## src/rtl/nested_int_controller.sv

```systemverilog
// Nesting interrupt controller: edge-captured sources, per-channel mask plus global enable,
// priority compare against the in-service level, and an EPC stack. Optional macro: IRQ_SYNC_EN.
module nested_int_controller #(
    parameter  int NUM_IRQ    = 8,
    parameter  int NEST_DEPTH = 4,
    localparam int ID_W       = $clog2(NUM_IRQ + 1),
    localparam int DEPTH_W    = $clog2(NEST_DEPTH + 1)
) (
    input  logic               clk,
    input  logic               rst_n,
    input  logic               en,
    input  logic [NUM_IRQ-1:0] irq_in,
    input  logic               ie_w_en,
    input  logic               ie_w_data,
    input  logic               mask_w_en,
    input  logic [NUM_IRQ-1:0] mask_w_data,
    input  logic               int_ack,
    input  logic [31:0]        ack_pc,
    input  logic               eret,
    output logic               int_req,
    output logic [ID_W-1:0]    int_id,
    output logic [31:0]        epc,
    output logic [NUM_IRQ-1:0] pending,
    output logic [NUM_IRQ-1:0] in_service,
    output logic [DEPTH_W-1:0] depth,
    output logic               stack_full
);

    logic [NUM_IRQ-1:0] irq_cap;
    logic [NUM_IRQ-1:0] irq_prev_reg;
    logic [NUM_IRQ-1:0] irq_edge;
    logic [NUM_IRQ-1:0] pending_reg;
    logic [NUM_IRQ-1:0] pending_next;
    logic [NUM_IRQ-1:0] in_service_reg;
    logic [NUM_IRQ-1:0] in_service_next;
    logic [NUM_IRQ-1:0] mask_reg;
    logic [NUM_IRQ-1:0] win_onehot;
    logic [NUM_IRQ-1:0] cur_onehot;
    logic               ie_reg;
    logic [DEPTH_W-1:0] depth_reg;
    logic [DEPTH_W-1:0] depth_next;
    logic [DEPTH_W-1:0] wr_idx;
    logic [31:0]        stack_reg [NEST_DEPTH];
    logic [ID_W-1:0]    win_id;
    logic [ID_W-1:0]    cur_id;
    logic               full;
    logic               ack_fire;
    logic               eret_fire;

`ifdef IRQ_SYNC_EN
    logic [NUM_IRQ-1:0] sync1_reg;
    logic [NUM_IRQ-1:0] sync2_reg;

    always_ff @(negedge clk or negedge rst_n) begin
        if (!rst_n) begin
            sync1_reg <= '0;
            sync2_reg <= '0;
        end else begin
            sync1_reg <= irq_in;
            sync2_reg <= sync1_reg;
        end
    end

    assign irq_cap = sync2_reg;
`else
    assign irq_cap = irq_in;
`endif

    assign irq_edge = irq_cap & ~irq_prev_reg;

    // Ids are index+1 so that 0 can stand for "no channel" on both sides of the compare.
    always_comb begin
        win_id = '0;
        cur_id = '0;
        for (int i = 0; i < NUM_IRQ; i++) begin
            if (pending_reg[i] && mask_reg[i]) win_id = ID_W'(i + 1);
            if (in_service_reg[i])             cur_id = ID_W'(i + 1);
        end
    end

    generate
        for (genvar gi = 0; gi < NUM_IRQ; gi++) begin : g_onehot
            assign win_onehot[gi] = (win_id == ID_W'(gi + 1));
            assign cur_onehot[gi] = (cur_id == ID_W'(gi + 1));
        end
    endgenerate

    assign full    = (depth_reg == DEPTH_W'(NEST_DEPTH));
    assign int_req = ie_reg && (win_id != '0) && (win_id > cur_id) && !full;
    assign int_id  = int_req ? win_id : '0;

    assign ack_fire  = en && int_ack && int_req;
    assign eret_fire = en && eret && (depth_reg != '0);

    // A fresh edge is OR-ed in after the ack clear, so a same-cycle edge keeps the bit set.
    assign pending_next    = (pending_reg & ~(win_onehot & {NUM_IRQ{ack_fire}})) | irq_edge;
    assign in_service_next = (in_service_reg & ~(cur_onehot & {NUM_IRQ{eret_fire}}))
                           | (win_onehot & {NUM_IRQ{ack_fire}});

    always_comb begin
        depth_next = depth_reg;
        case ({ack_fire, eret_fire})
            2'b10:   depth_next = depth_reg + 1'b1;
            2'b01:   depth_next = depth_reg - 1'b1;
            default: depth_next = depth_reg;
        endcase
    end

    // Simultaneous eret+ack overwrites the current top instead of pushing.
    assign wr_idx = eret_fire ? (depth_reg - 1'b1) : depth_reg;

    always_ff @(negedge clk or negedge rst_n) begin
        if (!rst_n) begin
            irq_prev_reg   <= '0;
            pending_reg    <= '0;
            in_service_reg <= '0;
            mask_reg       <= '0;
            ie_reg         <= 1'b0;
            depth_reg      <= '0;
        end else begin
            irq_prev_reg   <= irq_cap;
            pending_reg    <= pending_next;
            in_service_reg <= in_service_next;
            depth_reg      <= depth_next;
            if (en && mask_w_en) mask_reg <= mask_w_data;
            if (en && ie_w_en)   ie_reg   <= ie_w_data;
        end
    end

    always_ff @(negedge clk or negedge rst_n) begin
        if (!rst_n) begin
            for (int i = 0; i < NEST_DEPTH; i++) stack_reg[i] <= '0;
        end else begin
            for (int i = 0; i < NEST_DEPTH; i++) begin
                if (ack_fire && (wr_idx == DEPTH_W'(i))) stack_reg[i] <= ack_pc;
            end
        end
    end

    always_comb begin
        epc = '0;
        for (int i = 0; i < NEST_DEPTH; i++) begin
            if (depth_reg == DEPTH_W'(i + 1)) epc = stack_reg[i];
        end
    end

    assign pending    = pending_reg;
    assign in_service = in_service_reg;
    assign depth      = depth_reg;
    assign stack_full = full;

endmodule

```

## config.mk

```make
export PLATFORM = sky130hd
export DESIGN_NAME = nested_int_controller
export DESIGN_NICKNAME = d
export VERILOG_FILES = /design/src/rtl/nested_int_controller.sv
export SDC_FILE = /design/constraint.sdc
export NUM_CORES = 1
export LEC_CHECK = 0
export BUFFER_PORTS_ARGS = -buffer_cell sky130_fd_sc_hd__buf_2
export CAP_MARGIN = 20
export CORE_MARGIN = 2
export CORE_UTILIZATION = 58
export CTS_BUF_LIST = sky130_fd_sc_hd__clkbuf_16
export DETAILED_ROUTE_END_ITERATION = 6
export GPL_TIMING_DRIVEN = 0
export PLACE_DENSITY = 0.8
export SLEW_MARGIN = 20
export SYNTH_ARGS = -nofsm -noshare
export SYNTH_HDL_FRONTEND = slang
export SYNTH_SLANG_ARGS = --single-unit
```

## constraint.sdc

```tcl
create_clock -name clk -period 3.3 [get_ports clk]
set_clock_uncertainty 0.15 [all_clocks]
set_input_delay 0.495 -clock clk [delete_from_list [all_inputs] [get_ports clk]]
set_output_delay 0.495 -clock clk [all_outputs]
set_load 0.05 [all_outputs]
```

==> flow_summary.ini, run 1 <==
[logic_synthesis]
synthCells = 653
yosys-top-cells-area = dfrtn_1, mux2_4, a22oi_1
yosysTopAreaCell = dfrtn_1
ys_seq_elements = 164
synth_edf_count = 0
avgSynthCellArea_sq_um = 12.5
ys_types = 42
synth_top_area_share_pct = 50.5
async_flop_share_pct = 100
ys_seq_area_share_pct = 50.5
syn_nets = 720
ys.flop_type = dfrtn_1
synth_area_sq_mm = 0.00813
synth_most_common_cell = dfrtn_1
yosys-top-cells-count = dfrtn_1, mux2_4, nand2_1
synth_warnings = 0

[place]
dpl.hpwl_um = 12900
gp_congestion = 0.823
placedInstanceArea_sq_mm = 0.00971
dp.cells = 946
port_buffers = 112

[die]
dieArea_sq_mm = 0.0150
fp-row-count = 43
die_x_um = 122
io_pins = 113
die_height_um = 122
start_util_pct = 59.0
core_area_sq_mm = 0.0138

[power_and_ir_drop]
sw_frac_of_total_pct = 43.2
p_seq_share_pct = 27.1
fin_total_pwr_mw = 12.8
power_density_mw_per_mm2 = 989
p_int_mw = 7.27
clkPwrFrac_pct = 15.5
vdd_ir_drop_max_v = 0.000763
power.share.combinational_pct = 57.4
power.leakage_nw = 6.18
p_switching_mw = 5.53

[clock_network]
clk_pin_slew_worst_paths_ps = 50
cts.path.max_buffers = 2
cts_sinks = 164
cts_tree = built
cts-root-buf = clkbuf_16
numCtsBuffers = 17
cts_max_level = 4
worst_skew_pair.late_latency_ps = 420

[sta]
hold_slack_ps = 283
setup_viol = 199
slew_viol_final = 0
hold_viol = 0
slew_headroom_pct = 24.4
rsz0062_at_grt = true
layout_setup_ws_ps = -2150
tns_ps = -113720
worst_slew_pin_slew_ps = 1120

[finish]
fin_cells = 1096
finalNetCount = 970
seq_area_sq_mm = 0.00410
drive_gt1_share_pct = 68.4
multiInputGateArea_sq_mm = 0.00485
largest_reg_flops = 128
fin_area_sq_mm = 0.0129
syn_to_final_growth_pct = 59.2
fill_cells = 362

[critical_path]
worstPathMaxFanout = 3
critPathLaunchType = flop
rrSetupSlack_ps = -450
critical_path_required_ps = 2650
rr_startpoint = in_service[1]$_DFF_NN0_
crit_type = flop to primary output
crit_arrival_ps = 4800
setup.worst_path.end_class = primary output
endpoint = int_id[2]
r2r_end = stack_reg[47]$_DFFE_NN0P_
worstRegToRegCells = 13
cp-startpoint = in_service[1]$_DFF_NN0_

[detailed_routing]
drc = 0
firstDrtPassIters = 7
ant_nets = 0
drt-initial-drc-count = 1012
viasPerCell = 6.95
drt_wl_total_um = 36300
wl_per_cell_um = 33.1
via_count = 7614

[min_path]
hp-class = flop to flop

[grt]
antenna_found_initial = 1
grt_pass1_vias = 7597
grt_usage_pct = 42.3
grt_max_degree = 106
grt_pass1_wl_um = 46000
grt-ovfl-total = 0

[outcome]
status = finished, violations left
violations = setup timing

[flow_run]
maxCapViolCount = 0
-- stage by stage --
step | setup slack (ps) | util, %
CTS | -1630 | 91.1
finish | -2150 | 94.0
floorplan | -1670 | -
detailed placement | -1670 | 70.5
global placement | -2280 | 70.2
global route | -2180 | 94.0
-- final cells by class --
class,count,area share [%]
multi-input combinational,437,37.4
sequential,164,31.7
timing repair buffer,236,19.9
buffer,30,4.40
clock buffer,17,3.29
tap,180,1.74
clock inverter,14,0.947
inverter,17,0.532
antenna,1,0.0193
-- cell usage in the layout, fill, tap and decap left out, drive strengths merged, types with 2 or more instances in the layout --
cell type  count
bufinv         2
ha            11
o211ai         5
o22ai          3
a22o           8
dfrtn        164
and2           5
o41ai          2
o21bai         2
a21oi         40
clkbuf        37
nor3b          2
nand4         10
inv           19
nor2b          4
nand2b         4
nor3           3
o31ai          4
clkinv         8
xnor2          2
mux2         138
buf          246
nand2         49
nand3         13
o21ai         40
nor2          48
clkinvlp       2
a22oi         33
-- how the worst min path moves through the flow --
| stage | to | startpoint | cells after the start |
|---|---|---|---|
| 2_1_floorplan | pending[1]$_DFF_NN0_ | irq_prev_reg[1]$_DFF_NN0_ | 1 |
| 3_3_place_gp | pending[1]$_DFF_NN0_ | irq_prev_reg[1]$_DFF_NN0_ | 1 |
| 3_5_place_dp | pending[7]$_DFF_NN0_ | irq_prev_reg[7]$_DFF_NN0_ | 1 |
| 4_1_cts | pending[7]$_DFF_NN0_ | irq_prev_reg[7]$_DFF_NN0_ | 1 |
| 5_1_grt | pending[7]$_DFF_NN0_ | irq_prev_reg[7]$_DFF_NN0_ | 1 |
| 6_report | pending[7]$_DFF_NN0_ | irq_prev_reg[7]$_DFF_NN0_ | 1 |
-- power by group through the flow --
stage	Combinational (mW)	Clock (mW)	Sequential, mW
2_1_floorplan	3.45	0	3.29
3_3_place_gp	4.34	0	3.18
3_5_place_dp	4.46	0	3.24
4_1_cts	6.20	1.89	3.27
5_1_grt	7.49	2.06	3.47
6_report	7.35	1.98	3.47
-- metal layers --
layer	GRT usage, %	share of wire [%]	vias to the layer above
met1	51.7	34	3767
met5	0	0	-
li1	-	-	2851
met3	9.39	9.6	287
met2	69.9	48	709
met4	22.7	8.7	0
-- critical path, cell delays in order (launching register included) --
cell,delay [ps]
dfrtn_1,450
nor2_1,80
o31ai_2,480
nand2_1,230
ha_4,320
nor2b_1,190
o211ai_1,230
a21o_1,290
buf_8,150
nor3_4,120
buf_6,180
-- cell families (layout without fill, tap and decap cells) --
group	Yosys count	count (layout)	share of synthesized area, %
AOI/OAI and AO/OA	144	144	11.1
xor gates and xnor gates	2	2	0.215
and+or+nand+nor	142	142	8.31
DFF	164	164	50.5
other	0	1	0
muxes	138	138	24.7
adders and majority gates	11	11	1.69
buffers and inverters	52	314	3.51
-- what timing repair did --
item / 4_1_cts / 5_1_grt
hold endpoints to repair: 0 / 0
cloned: 20 / 1
pin swaps: 51 / 49
hold buffers: 0 / 0
setup buffers: 73 / 36
resized for setup: 306 / 89
endpoints found under the setup margin: 192 / 195
Power figures use the tool's default switching activity.
==> run 2: changes to the inputs <==
- CORE_MARGIN: 2 -> default
- SKIP_LAST_GASP: default -> 1
==> run 2 against run 1 <==
The run still ends with setup timing left. Highest routed layer unchanged. Cell area decreased by 1.5%. Flip-flop and latch count unchanged. Worst setup slack improved by 84 ps.
==> flow_summary.ini, run 2 (synthesized netlist as in run 1, its figures left out) <==
[outcome]
status = finished, violations left
violations = setup timing

[power_and_ir_drop]
p_switching_mw = 5.47
p_seq_share_pct = 27.4
sw_frac_of_total_pct = 43.3
power.leakage_nw = 6.08
vdd_ir_drop_max_v = 0.000800
clkPwrFrac_pct = 16.6
power_density_mw_per_mm2 = 991
power.share.combinational_pct = 56.0
p_int_mw = 7.16

[critical_path]
critical_path_required_ps = 2650
cp-startpoint = mask_reg[6]$_DFFE_NN0P_
crit_arrival_ps = 4720
rr_startpoint = mask_reg[6]$_DFFE_NN0P_
setup.worst_path.end_class = primary output
crit_type = flop to primary output
worstRegToRegCells = 14
worstPathMaxFanout = 4
critPathLaunchType = flop

[sta]
tns_ps = -143520
hold_viol = 0
setup_viol = 192
rsz0062_at_grt = true
slew_headroom_pct = 53.6
layout_setup_ws_ps = -2060
worst_slew_pin_slew_ps = 687
slew_viol_final = 0

[die]
io_pins = 113
die_x_um = 120
dieArea_sq_mm = 0.0145
die_height_um = 120
start_util_pct = 60.4
core_area_sq_mm = 0.0135
fp-row-count = 42

[detailed_routing]
route.met2.wl_um = 16700
viasPerCell = 7.11
wl_met3_um = 3600
drc = 0
wl_per_cell_um = 33.0
drt_wl_total_um = 35800
drt-met1-wl_um = 12100
via_count = 7721
drt-initial-drc-count = 947
firstDrtPassIters = 6
ant_nets = 0
top_layer_used = met4

[min_path]
whs_path_depth = 1
hp-class = flop to flop
hp-start = irq_prev_reg[7]$_DFF_NN0_

[grt]
grt_pass1_vias = 7682
antenna_found_initial = 1
grt_max_degree = 100
grt_pass1_wl_um = 45000
grt-ovfl-total = 0
grt_usage_pct = 42.1

[finish]
syn_to_final_growth_pct = 56.8
final_cell_mix = dfrtn_1, mux2_4, buf_6
finalNetCount = 961
final_common_cell = dfrtn_1
drive_gt1_share_pct = 67.1
largest_reg_flops = 128

[clock_network]
cts_max_level = 4
clk_pin_slew_worst_paths_ps = 50
worst_skew_pair.late_latency_ps = 420
cts_sinks = 164
numCtsBuffers = 17
cts_hold_buf = 0
cts_tree = built
cts-root-buf = clkbuf_16
cts.path.max_buffers = 2

[flow_run]
maxCapViolCount = 0

[place]
port_buffers = 112
gp_congestion = 0.798
dpl.hpwl_um = 12800
place_ws_ps = -1660
==> run 2: cell count changes in the layout (fill, tap and decap cells not counted), sizes merged <==
cell | before | now
diode | 1 | 3
clkbuf | 37 | 33
bufinv | 2 | 3
buf | 246 | 241
clkinv | 8 | 10
inv | 19 | 17
==> run 2: repair_timing <==
item / 4_1_cts / 5_1_grt
endpoints found under the setup margin: 193 / 192
buffers inserted: 64 / 34
pin swaps: 78 / 54
hold endpoints to repair: 0 / 0
gates cloned: 18 / 0
gates resized for setup: 270 / 92
==> run 2: final cells by class <==
class                      count  area (sq um)
antenna                        3          7.51
sequential                   164          4100
fill                         314           703
buffer                        33           589
inverter                      17          71.3
timing repair buffer         224          2330
clock buffer                  17           425
multi-input combinational    437          4840
clock inverter                15           165
tap                          176           220
==> run 2: worst max-delay path, stage by stage, from the launching register on <==
cell      delay (ps)
dfrtn_1          490
a22o_1           310
nor2_2           110
nor2_1           410
ha_1             380
nand4_1          180
nand3b_4         130
a21o_4           230
nor3_4           220
buf_6            190
==> run 2: per-layer routing <==
layer / global-route usage [%] / vias up
met1: 49.7 / 3851
met2: 71.0 / 718
met5: 0 / -
li1: - / 2840
met4: 25.3 / 0
met3: 8.35 / 312
==> run 2: worst paths after layout <==
| check | end | slack, ps |
|---|---|---|
| worst max-delay path | int_id[2] | -2060 |
| worst min-delay path | pending[7]$_DFF_NN0_ | 270 |
| worst max register to register | stack_reg[58]$_DFFE_NN0P_ | -670 |
| worst min register to register | pending[7]$_DFF_NN0_ | 270 |
| max in group asynchronous | stack_reg[3]$_DFFE_NN0P_ | 660 |
| min in group asynchronous | stack_reg[28]$_DFFE_NN0P_ | 1420 |
==> run 2: power by group through the flow <==
stage | logic (mW) | clock network, mW | registers, mW
CTS | 5.88 | 2.02 | 3.27
floorplan | 3.45 | 0 | 3.29
finish | 7.08 | 2.09 | 3.46
global route | 7.19 | 2.16 | 3.46
detailed placement | 4.45 | 0 | 3.24
global placement | 4.33 | 0 | 3.18
==> run 2: stage by stage <==
stage | area, sq um | hold WS [ps] | instances | total power, mW | utilization [%]
finish | 12700 | 271 | 1086 | 12.6 | 94.8
global route | 12700 | 287 | 1085 | 12.8 | 94.8
CTS | 12300 | 222 | 1056 | 11.2 | 91.4
detailed placement | 9710 | 221 | 942 | 7.70 | 72.2
global placement | 9670 | 213 | 941 | 7.52 | 71.9
floorplan | 8890 | 203 | 653 | 6.74 | -
